[config.mk]
export PLATFORM = sky130hd
export DESIGN_NAME = uart_rx
export DESIGN_NICKNAME = d
export VERILOG_FILES = /design/src/rtl/uart_pkg.sv /design/src/rtl/uart_rx_sync_2ff.sv /design/src/rtl/uart_rx.sv
export SDC_FILE = /design/constraint.sdc
export NUM_CORES = 1
export LEC_CHECK = 0
export BUFFER_PORTS_ARGS = -buffer_cell sky130_fd_sc_hd__buf_2
export CORE_MARGIN = 2
export CORE_UTILIZATION = 35
export CTS_CLUSTER_SIZE = 20
export DETAILED_ROUTE_END_ITERATION = 12
export SLEW_MARGIN = 5
export SYNTH_ARGS = -nofsm -noshare
export SYNTH_HDL_FRONTEND = slang
export SYNTH_SLANG_ARGS = --single-unit
[constraint.sdc]
create_clock -name clk -period 2.28 [get_ports clk]
set_clock_uncertainty 0.15 [all_clocks]
set_input_delay 0.114 -clock clk [delete_from_list [all_inputs] [get_ports clk]]
set_output_delay 0.114 -clock clk [all_outputs]
set_load 0.02 [all_outputs]
[src/rtl/uart_pkg.sv]
// Shared UART definitions: FSM state codes common to the transmitter and receiver,
// and the clocks-per-bit calculation.
package uart_pkg;

    typedef enum logic [2:0] {
        S_IDLE  = 3'd1,
        S_START = 3'd2,
        S_DATA  = 3'd3,
        S_STOP  = 3'd4
    } uart_state_t;

    function automatic int calc_cycle(input int clk_fre, input int baud_rate);
        return clk_fre * 1000000 / baud_rate;
    endfunction

endpackage

[src/rtl/uart_rx_sync_2ff.sv]
// Two-flop synchroniser for a single asynchronous input; resets to 1 so an idle-high
// line does not produce a spurious edge after reset.
module sync_2ff (
    input  logic clk,
    input  logic rst_n,
    input  logic d,
    output logic q
);

    logic meta_q;
    logic sync_q;

    always_ff @(posedge clk or negedge rst_n) begin
        if (!rst_n) begin
            meta_q <= 1'b1;
            sync_q <= 1'b1;
        end else begin
            meta_q <= d;
            sync_q <= meta_q;
        end
    end

    assign q = sync_q;

endmodule

[src/rtl/uart_rx.sv]
// 8N1 UART receiver: start-edge resynchronisation, mid-bit sampling, valid/ready
// byte output and single-cycle framing/overrun pulses.
module uart_rx
    import uart_pkg::*;
#(
    parameter int CLK_FRE   = 50,
    parameter int BAUD_RATE = 115200
) (
    input  logic       clk,
    input  logic       rst_n,
    input  logic       rx_pin,
    output logic [7:0] rx_data,
    output logic       rx_data_valid,
    input  logic       rx_data_ready,
    output logic       rx_frame_err,
    output logic       rx_overrun
);

    localparam int CYCLE = calc_cycle(CLK_FRE, BAUD_RATE);

    generate
        if (CYCLE < 4 || CYCLE > 65535) begin : g_bad_cycle
            $error("uart_rx: clocks per bit out of range 4..65535");
        end
    endgenerate

    localparam logic [15:0] HALF_LAST = 16'(CYCLE / 2 - 1);
    localparam logic [15:0] BIT_LAST  = 16'(CYCLE - 1);

    logic        rx_sync;
    logic        rx_prev_q;
    logic        falling_edge;
    uart_state_t state_q, state_d;
    logic [15:0] cycle_cnt_q, cycle_cnt_d;
    logic [2:0]  bit_cnt_q, bit_cnt_d;
    logic [7:0]  shift_q, shift_d;
    logic [7:0]  rx_data_q, rx_data_d;
    logic        valid_q, valid_d;
    logic        frame_err_q, frame_err_d;
    logic        overrun_q, overrun_d;

    sync_2ff u_sync (
        .clk   (clk),
        .rst_n (rst_n),
        .d     (rx_pin),
        .q     (rx_sync)
    );

    assign falling_edge = !rx_sync && rx_prev_q;

    always_comb begin
        state_d     = state_q;
        cycle_cnt_d = cycle_cnt_q + 16'd1;
        bit_cnt_d   = bit_cnt_q;
        shift_d     = shift_q;
        rx_data_d   = rx_data_q;
        valid_d     = valid_q && !rx_data_ready;
        frame_err_d = 1'b0;
        overrun_d   = 1'b0;

        case (state_q)
            S_IDLE: begin
                cycle_cnt_d = '0;
                if (falling_edge) state_d = S_START;
            end
            S_START: begin
                // A high line at mid start bit means the edge was a glitch
                if (cycle_cnt_q == HALF_LAST) state_d = rx_sync ? S_IDLE : S_DATA;
            end
            S_DATA: begin
                if (cycle_cnt_q == BIT_LAST) begin
                    cycle_cnt_d = '0;
                    shift_d     = {rx_sync, shift_q[7:1]};
                    bit_cnt_d   = bit_cnt_q + 3'd1;
                    if (bit_cnt_q == 3'd7) state_d = S_STOP;
                end
            end
            S_STOP: begin
                // Leave mid stop bit so a back-to-back start edge is not missed
                if (cycle_cnt_q == BIT_LAST) begin
                    state_d = S_IDLE;
                    if (!rx_sync) begin
                        frame_err_d = 1'b1;
                    end else if (!valid_q || rx_data_ready) begin
                        rx_data_d = shift_q;
                        valid_d   = 1'b1;
                    end else begin
                        overrun_d = 1'b1;
                    end
                end
            end
            default: state_d = S_IDLE;
        endcase

        if (state_d != state_q) begin
            cycle_cnt_d = '0;
            bit_cnt_d   = '0;
        end
    end

    always_ff @(posedge clk or negedge rst_n) begin
        if (!rst_n) begin
            rx_prev_q   <= 1'b1;
            state_q     <= S_IDLE;
            cycle_cnt_q <= '0;
            bit_cnt_q   <= '0;
            shift_q     <= '0;
            rx_data_q   <= '0;
            valid_q     <= 1'b0;
            frame_err_q <= 1'b0;
            overrun_q   <= 1'b0;
        end else begin
            rx_prev_q   <= rx_sync;
            state_q     <= state_d;
            cycle_cnt_q <= cycle_cnt_d;
            bit_cnt_q   <= bit_cnt_d;
            shift_q     <= shift_d;
            rx_data_q   <= rx_data_d;
            valid_q     <= valid_d;
            frame_err_q <= frame_err_d;
            overrun_q   <= overrun_d;
        end
    end

    assign rx_data       = rx_data_q;
    assign rx_data_valid = valid_q;
    assign rx_frame_err  = frame_err_q;
    assign rx_overrun    = overrun_q;

endmodule
# [Word level (Yosys, flattened, before mapping)]
# Cells that the tools add are included.
[op_classes] n_addsub=2 eq_ne=8 muxes=24 reduce_logical=11
[ops] op="16-bit two-way mux" count=2
[ops] op="16-bit case mux with 2 select lines" count=1
[ops] op="3-bit two-way mux" count=8
[ops] op="16-bit by 1-bit adder with 16-bit output, second input constant" count=1
[ops] op="16-bit by 8-bit equality test with 1-bit output, second input constant" count=1
[ops] op="16-bit by 9-bit equality test with 1-bit output, second input constant" count=1
[ops] op="3-bit case mux with 4 select lines" count=1
[ops] op="1-bit two-way mux" count=11
[ops] op="3-bit by 2-bit equality test with 1-bit output, second input constant" count=2
[ops] op="3-bit equality test, second input constant" count=2
[ops] op="2-bit AND reduction" count=2
[ops] op="4-bit AND reduction" count=1
[ops] op="2-bit nonzero test" count=2
[ops] op="3-bit by 1-bit adder with 3-bit output, second input constant" count=1
[ops] op="3-bit by 1-bit equality test with 1-bit output, second input constant" count=1
[ops] op="1-bit zero test" count=3
[ops] op="3-bit inequality test" count=1
[ops] op="1-bit logical AND" count=2
[ops] op="2-bit two-way mux" count=1
[ops] op="1-bit logical OR" count=1
[totals] reg_bits=44 output_inout_bits=11 wordCells=56

# [Logic depth before layout (Yosys ltp)]
[logic_depth] word_depth=7 ltp_mapped=8

# [By module]
# A second synthesis with hierarchy kept.
[unflattened] hier_cells=178 area_unflattened_um2=2062.0
[by_module_without_submodules] module="uart_rx" n_inst=1 cells_each=176 area_each_um2=2009.4 seq_area_each_um2=1053.5
[by_module_without_submodules] module="sync_2ff" n_inst=1 cells_each=2 area_each_um2=52.6 seq_area_each_um2=52.6

# [Worst setup path before layout]
# OpenSTA, ideal clock, no wires.
[synth_timing] path_kind="register -> register" start="register cycle_cnt_q[1]" end="register rx_data_q[0], in the netlist rx_data[0]" arrival_ps=1719 slack_ps=286 path_stages_with_launch=7 synth_period_minus_slack_ps=1994 path_cell_list="dfrtp_1 inv_1 ha_1 and4b_1 nand4_1 nor3b_4 mux2_2"
[synth_between] elab_chain_cells=2
[synth_lines] item="start, declared" line_no="uart_rx.sv:34" text="logic [15:0] cycle_cnt_q, cycle_cnt_d;"
[synth_lines] item="start signal, assigned" line_no="uart_rx.sv:115" text="cycle_cnt_q <= cycle_cnt_d;"
[synth_lines] item="16-bit by 9-bit equality test with 1-bit output" line_no="uart_rx.sv:80" text="if (cycle_cnt_q == BIT_LAST) begin"
[synth_lines] item="4-bit AND reduction (no source line)"
[synth_lines] item="end signal, assigned" line_no="uart_rx.sv:118" text="rx_data_q <= rx_data_d;"
[synth_lines] item="end, declared" line_no="uart_rx.sv:37" text="logic [7:0] rx_data_q, rx_data_d;"
# No other way between the ends.
# A chain may end at the register's enable or synchronous reset.

# [Worst setup path in the final report]
[layout_timing] start="register cycle_cnt_q[11]" end="register rx_data_q[0], in the netlist rx_data[0]"
# The elaborated chain is that of the path after synthesis.

==> impl_metrics.yaml <==
status:
  outcome: "completed"
worst_setup_path:
  worstPathRequired_ns: 2.32
  crit_type: "reg -> reg"
  cp-endpoint: "rx_data[0]"
  end_kind: "register"
  worst_ep_arrival_time_ns: 2.14
  worstReg2RegEnd: "rx_data[0]"
  cp_max_fo: 8
  r2r_start: "cycle_cnt_q[11]"
  worstRegToRegCells: 5
  start_kind: "register"
  rrSetupSlack_ns: 0.18
  cp-startpoint: "cycle_cnt_q[11]"
sta:
  fmax_mhz: 476
  tightest_slew_ns: 0.413
  min_period_ns: 2.10
  rsz0062_at_grt: "false"
  period_share_pct: 92.2
  max_slew_margin_pct: 72.5
  final_hold_viol_count: 0
  report.final.slew_viol_count: 0
  tns_ns: 0
  finalSetupViolations: 0
layout:
  diodes: 0
  final_nets: 218
  syn_to_final_growth_pct: 15.8
  drive_above_1_share_pct: 28.1
drt:
  wire_per_inst_um: 14.2
  dr.pass1.iters: 4
  vias: 1470
  vias_per_cell: 5.16
  drt_iter0_markers: 99
  drc: 0
  ant_nets: 0
  wl_um: 4060
logic_synthesis:
  avgSynthCellArea_um2: 11.5
  synth_edf_count: 0
  syn-cell-area_mm2: 0.00212
  syn_nets: 194
  async_flop_share_pct: 100
  ys_ff_latch: 44
  yosys_most_used_dff: "dfrtp_1"
  yosysSeqAreaShare_pct: 52.1
  syn_inst: 185
  yosys_warnings: 0
  yosysUniqueCellTypes: 45
floorplan:
  die_area_mm2: 0.00671
  die_w_um: 81.9
  core_mm2: 0.00589
  fp.dieH_um: 81.9
  io_pins: 15
  start_util_pct: 36.1
  fp-row-count: 28
global_routing:
  gr-total-overflow: 0
  grt_pass1_wl_um: 7010
  grtUsageTotal_pct: 13.7
  first_global_vias: 1463
  grt_max_degree: 28
  grt_antenna_before_repair: 0
placement:
  port_buffers: 14
  hpwl_um: 2770
  gp_congestion: 0.752
power_and_ir_drop:
  total_power_uw: 1990
  powerDensity_mw_per_mm2: 810
  leakagePower_uw: 0.00115
  ir_drop_mv: 0.571
clock_network:
  numCtsBuffers: 5
  path_clk_slew_ns: 0.09
  h-tree-depth: 2
  root_buffer: "clkbuf_8"
  clockBufferDepth: 2
  clock-sinks: 44
  cts_tree: "done"
  insertion_delay_ns: 0.30
run:
  cap_violations: 0
hold_path:
  hp-class: "in -> async"
[what timing repair did]
action                                 4_1_cts  5_1_grt
endpoints found under the hold margin       20        0
hold buffers                                 3        0
setup endpoints to repair                    0        0
resized for setup                            0        0
setup buffers                                0        0
[cells in the final DEF (no fill, tap or decap), types with 2 or more instances in the layout]
cell,instances
buf_2,14
buf_4,9
dfrtp_1,40
clkbuf_8,5
a22oi_1,6
and2_1,2
nor3b_1,3
or3_1,2
ha_1,5
a21oi_1,13
dfstp_2,4
nor2_1,3
xor2_1,11
nand2b_1,2
o21ai_0,6
nand2_1,9
and3_1,3
inv_1,6
or4_1,3
and4_1,2
nor3_1,3
dlygate4sd3_1,3
mux2_2,16
nand4_1,7
nor2b_1,2
o21a_1,2
nand3_1,7
[Yosys cell counts (3+ instances only)]
library cell	instances	share of area, %
nor3_1	3	0.71
mux2_2	16	8.5
dfstp_2	4	4.9
nor2_1	3	0.53
buf_2	4	0.94
dfrtp_1	40	47
a21oi_1	13	3.1
and3_1	3	0.88
nand2_1	9	1.6
ha_1	5	2.9
o21ai_0	6	1.4
nand4_1	7	2.1
clkbuf_1	4	0.71
inv_1	6	1.1
a22oi_1	6	2.1
xor2_1	11	4.5
nand3_1	7	1.6
or4_1	3	1.1
nor3b_1	3	1.1
[power by group]
group          leakage (µW)  internal, µW  switching [µW]  total, µW
sequential         0.000586           859             104        963
combinational      0.000507           181             242        423
clock             0.0000548           330             279        609
[layout make-up]
cell class / count / area, µm²
sequential: 44 / 1110
fill: 584 / 3420
tap: 75 / 93.8
timing repair buffer: 26 / 168
inverter: 6 / 22.5
multi-input combinational: 126 / 956
clock inverter: 3 / 46.3
clock buffer: 5 / 68.8
[flip-flops by register name, summed over array words and instances, names as in the netlist, 3 cells and up]
name / count
cycle_cnt_q: 16
rx_data: 8
shift_q: 8
bit_cnt_q: 3
state_q: 3
[worst max-delay path: stages (launching register included)]
cell	delay (ns)
dfrtp_1	0.43
nor4_2	0.41
nand4_1	0.24
nor3b_4	0.23
buf_4	0.20
mux2_2	0.34
[through the flow]
step | area [µm²] | setup WS, ns | instances | hold slack (ns) | utilization, %
after floorplan | 2120 | 0.286 | 185 | -0.332 | -
after global placement | 2320 | 0.192 | 274 | -0.0817 | 39.3
after detailed placement | 2320 | 0.183 | 274 | -0.0713 | 39.3
after CTS | 2460 | 0.173 | 285 | 0.136 | 41.8
after global routing | 2460 | 0.0458 | 285 | 0.155 | 41.8
final | 2460 | 0.177 | 285 | 0.125 | 41.8
[routing by layer]
metal,global-route usage (%),vias up,wire length [µm]
li1,-,719,-
met2,21.0,28,1900
met5,0,-,0
met4,6.50,0,70
met1,19.2,717,2000
met3,1.65,6,92
[worst min-delay path by stage]
stage,from,to,slack [ns]
final,rst_n,cycle_cnt_q[6],0.13
after global routing,rst_n,state_q[2],0.16
after CTS,rst_n,rx_frame_err,0.14
after detailed placement,rst_n,cycle_cnt_q[9],-0.07
after global placement,rst_n,cycle_cnt_q[6],-0.08
after floorplan,rst_n,bit_cnt_q[0],-0.33
[logic make-up (layout without fill, tap and decap cells)]
| family | count (synthesis) | count (layout) | synth area share [%] |
|---|---|---|---|
| DFF | 44 | 44 | 52.1 |
| and+or+nand+nor | 57 | 57 | 17.5 |
| xor gates and xnor gates | 12 | 12 | 4.95 |
| buffers and inverters | 15 | 40 | 2.94 |
| AOI/OAI and AO/OA | 36 | 36 | 11.1 |
| muxes | 16 | 16 | 8.48 |
| adders and majority gates | 5 | 5 | 2.94 |
Power figures use the tool's default switching activity.
